===== src/rtl/dec3_8_scan_seq.sv =====
// Select-line sequencer for a 3-to-8 decoder: sweeps sel through 0..7 (up or down)
// with a programmable per-position dwell, in one-shot, continuous, stop and single-step modes.
module dec3_8_scan_seq #(
  parameter int DW   = 16,
  parameter int NPOS = 8
) (
  input  logic          clk,
  input  logic          rst_n,
  input  logic          start,
  input  logic          stop,
  input  logic          step,
  input  logic          dir,
  input  logic          cont,
  input  logic [DW-1:0] dwell,
  output logic [2:0]    sel,
  output logic          sel_vld,
  output logic          busy,
  output logic          sweep_done
);

  localparam logic [2:0] TOP_POS = 3'(NPOS - 1);

  typedef enum logic {
    IDLE,
    RUN
  } state_t;

  state_t        state;
  logic [DW-1:0] cnt;
  logic [DW-1:0] dwell_q;
  logic          dir_q;
  logic          cont_q;
  logic [2:0]    first_pos;
  logic [2:0]    last_pos;
  logic [2:0]    start_pos;

  // Sweep end points follow the latched direction; a fresh start uses the live one.
  assign first_pos = dir_q ? TOP_POS : 3'd0;
  assign last_pos  = dir_q ? 3'd0 : TOP_POS;
  assign start_pos = dir ? TOP_POS : 3'd0;

  always_ff @(posedge clk or negedge rst_n) begin
    if (!rst_n) begin
      state      <= IDLE;
      sel        <= 3'd0;
      sel_vld    <= 1'b0;
      busy       <= 1'b0;
      sweep_done <= 1'b0;
      cnt        <= '0;
      dwell_q    <= '0;
      dir_q      <= 1'b0;
      cont_q     <= 1'b0;
    end else begin
      sweep_done <= 1'b0;
      case (state)
        IDLE: begin
          if (stop) begin
            sel_vld <= 1'b0;
          end else if (start) begin
            state   <= RUN;
            sel     <= start_pos;
            cnt     <= '0;
            busy    <= 1'b1;
            sel_vld <= 1'b1;
            dir_q   <= dir;
            cont_q  <= cont;
            dwell_q <= dwell;
          end else if (step) begin
            sel     <= dir ? sel - 3'd1 : sel + 3'd1;
            sel_vld <= 1'b1;
          end
        end
        RUN: begin
          if (stop) begin
            state   <= IDLE;
            busy    <= 1'b0;
            sel_vld <= 1'b0;
          end else if (start) begin
            sel     <= start_pos;
            cnt     <= '0;
            sel_vld <= 1'b1;
            dir_q   <= dir;
            cont_q  <= cont;
            dwell_q <= dwell;
          end else if (cnt == dwell_q) begin
            cnt <= '0;
            // Last position expired: wrap in continuous mode, otherwise finish the sweep.
            if (sel == last_pos) begin
              if (cont_q) begin
                sel <= first_pos;
              end else begin
                state      <= IDLE;
                busy       <= 1'b0;
                sel_vld    <= 1'b0;
                sweep_done <= 1'b1;
              end
            end else begin
              sel <= dir_q ? sel - 3'd1 : sel + 3'd1;
            end
          end else begin
            cnt <= cnt + 1'b1;
          end
        end
        default: state <= IDLE;
      endcase
    end
  end

endmodule


===== config.mk =====
export PLATFORM = sky130hd
export DESIGN_NAME = dec3_8_scan_seq
export DESIGN_NICKNAME = d
export VERILOG_FILES = /design/src/rtl/dec3_8_scan_seq.sv
export SDC_FILE = /design/constraint.sdc
export NUM_CORES = 1
export LEC_CHECK = 0
export BUFFER_PORTS_ARGS = -buffer_cell sky130_fd_sc_hd__buf_2
export CAP_MARGIN = 10
export CORE_MARGIN = 4
export CORE_UTILIZATION = 25
export DETAILED_ROUTE_END_ITERATION = 16
export HOLD_SLACK_MARGIN = 0.15
export PLACE_DENSITY_LB_ADDON = 0.08
export SYNTH_ARGS = -nofsm -noshare
export SYNTH_HDL_FRONTEND = slang
export SYNTH_SLANG_ARGS = --single-unit

===== constraint.sdc =====
create_clock -name clk -period 4.45 [get_ports clk]
set_input_delay 0.89 -clock clk [delete_from_list [all_inputs] [get_ports clk]]
set_output_delay 0.89 -clock clk [all_outputs]
set_load 0.05 [all_outputs]

==> reports/results.ini <==
[route]
wire_per_inst_um=14.10
drtAntennaViolNets=0
drt-total-wl_mm=5.246
viasPerCell=4.454
drcViolationCount=0
vias=1657
drt_first_pass_iters=4
drt_first_iter_violations=73

[run_status]
outcome=completed

[grt]
grt_max_degree=42
grt_pass1_vias=1707
overflow=0
antenna_found_initial=0
grt_use_total_pct=11.27
grt_pass1_wl_mm=8.914

[job]
drv_cap=0

[synth]
synth_seq_area_share_pct=47.65
ys_ff_latch=41
yosys_warnings=0
synth-main-ff-cell=dfrtp_1
syn_nets=265
synth_cell_types=35
avgSynthCellArea_um2=9.010
syn_area_mm2=0.002153
async_reset_ff_share_pct=100.0
netlist_instances=239
synth_edf_count=0

[cells_and_area]
nFillCells=884
syn2layout_area_growth_pct=15.98
antenna_cells=0
top_regs=cnt x16, dwell_q x16, sel x3
drive_gt1_share_pct=15.73
register_area_mm2=0.001026
layout.nets=292
multi_input_area_mm2=0.001057

[timing]
fin_crit_sh_pct=59.13
finalSetupViolCount=0
tns_ns=0
slew_headroom_pct=26.80
drv_slew=0
clock_skew_ns=0.005719
hold_viol_final=0
fmaxAchievable_ghz=0.3801
worstMarginPinSlew_ns=1.096
period_minus_slack_ns=2.631
rsz0062_at_grt=no

[clock_tree]
cts_buffers=5
clock-sinks=41
cts-root-buf=clkbuf_8
cts-htree-levels=2
path_clk_slew_ns=0.08
hold_buffers=0
worstSkewPairLatency_ns=0.29
cts_tree=done
clockBufferDepth=2
cts_setup_buffers=0
cts_resized=0

[power_and_ir_drop]
power_density_mw_per_mm2=390.2
comb_power_share_pct=24.5
pwr-share-clk_pct=28.4
swShare_pct=33.95
seqPwrFrac_pct=47.1
switchingPower_uw=330.8
power_leakage_nw=1.211
vdd_drop_max_uv=121.4
finalPower_uw=974.6
intPower_uw=643.7

[placed_design]
port_buffers=28
gp_congestion=0.7765
dp_hpwl_mm=3.651

[floorplanning]
die_y_um=100.8
dieArea_mm2=0.01016
start_util_pct=25.95
core_mm2=0.008299
die_w_um=100.8
rows=33
io_pins=29

[critical_path]
crit_slowest_cell=o21bai_1
critPathKind=register to register
cp.required_ns=4.58
arrival_ns=2.76
start_kind=register
path_cells=xor2_1, nor4_1, nand4_1, o21bai_1, a22oi_1
worstPathMaxFanout=14
worst_setup_path_end_kind=register
max_stage_delay_ns=0.93

[hold_path]
min_path_type=register to register

[critical path, delay by kind of cell (launching register included)]
kind                      cells  cell delay, ns
and+or+nand+nor               2            0.70
AOI/OAI and AO/OA             2            1.14
xor gates and xnor gates      1            0.18
DFF                           1            0.45
[kinds of logic (layout without fill, tap and decap cells)]
logic type,after synthesis,in the layout,synth area share [%]
DFF,41,41,47.65
and+or+nand+nor,102,102,21.03
muxes,4,4,2.557
adders and majority gates,3,3,1.743
xor gates and xnor gates,31,31,12.61
buffers and inverters,18,46,3.254
AOI/OAI and AO/OA,40,40,11.16
[synthesized netlist by cell type (5+ instances only)]
cell type	n	share of area, %
nand3_1	7	1.6
xnor2_1	7	2.8
xor2_1	24	9.8
a21oi_1	20	4.6
nor2_1	8	1.4
nand2_1	64	11
o21ai_0	8	1.9
nor4_1	5	1.5
dfrtp_1	41	48
clkbuf_1	7	1.2
nor3_1	5	1.2
inv_1	8	1.4
[layer usage]
layer / GRT usage [%] / part of all wire [%]
met1: 16.04 / 51
met2: 16.61 / 44
met3: 2.768 / 3.4
met4: 3.834 / 1.4
met5: 0 / 0
[stage by stage]
stage | area, um2 | hold slack [ns] | util [%] | std cells | setup WS, ns
finish | 2497 | 0.4996 | 30.09 | 372 | 1.819
global route | 2497 | 0.5389 | 30.09 | 372 | 1.602
CTS | 2497 | 0.5121 | 30.09 | 372 | 1.797
detailed placement | 2396 | 0.4906 | 28.87 | 364 | 1.755
global placement | 2396 | 0.4862 | 28.87 | 364 | 1.671
floorplan | 2153 | 0.4652 | - | 239 | 2.150
[worst paths after layout]
kind,start,to,slack [ns],depth (start not counted)
max,cnt[9]$_DFFE_PN0P_,cnt[3]$_DFFE_PN0P_,1.82,5
min,dwell_q[9]$_DFFE_PN0P_,dwell_q[9]$_DFFE_PN0P_,0.50,2
max reg2reg,cnt[9]$_DFFE_PN0P_,cnt[3]$_DFFE_PN0P_,1.82,5
min reg2reg,dwell_q[9]$_DFFE_PN0P_,dwell_q[9]$_DFFE_PN0P_,0.50,2
max in group asynchronous,rst_n,cnt[7]$_DFFE_PN0P_,3.11,1
min in group asynchronous,rst_n,cnt[14]$_DFFE_PN0P_,0.75,1
[final cells by class]
class	count	area share, %
Multi-Input combinational cell	180	42.33
Sequential cell	41	41.08
Timing Repair Buffer	29	5.912
Tap cell	105	5.261
Clock buffer	7	3.858
Inverter	9	1.353
Clock inverter	1	0.2004
[power by group through the flow]
stage               Combinational (mW)  Sequential (mW)  Clock [mW]
floorplan                        0.148            0.492           0
global placement                 0.244            0.469           0
detailed placement               0.240            0.468           0
CTS                              0.242            0.460       0.287
global route                     0.267            0.467       0.305
finish                           0.239            0.459       0.277
[cells in the final DEF, fill, tap and decap left out, types with 2 or more instances in the layout]
cell | netlist | layout
nand2_1 | 64 | 64
dfrtp_1 | 41 | 41
buf_2 | 2 | 28
xor2_1 | 24 | 24
a21oi_1 | 20 | 20
inv_1 | 8 | 8
nor2_1 | 8 | 8
o21ai_0 | 8 | 8
nand3_1 | 7 | 7
xnor2_1 | 7 | 7
clkbuf_8 | 0 | 7
nor3_1 | 5 | 5
nor4_1 | 5 | 5
nand4_1 | 3 | 3
or3_1 | 3 | 3
a22oi_1 | 3 | 3
mux2_4 | 3 | 3
ha_1 | 3 | 3
and3_1 | 2 | 2
Power figures use the tool's default switching activity.
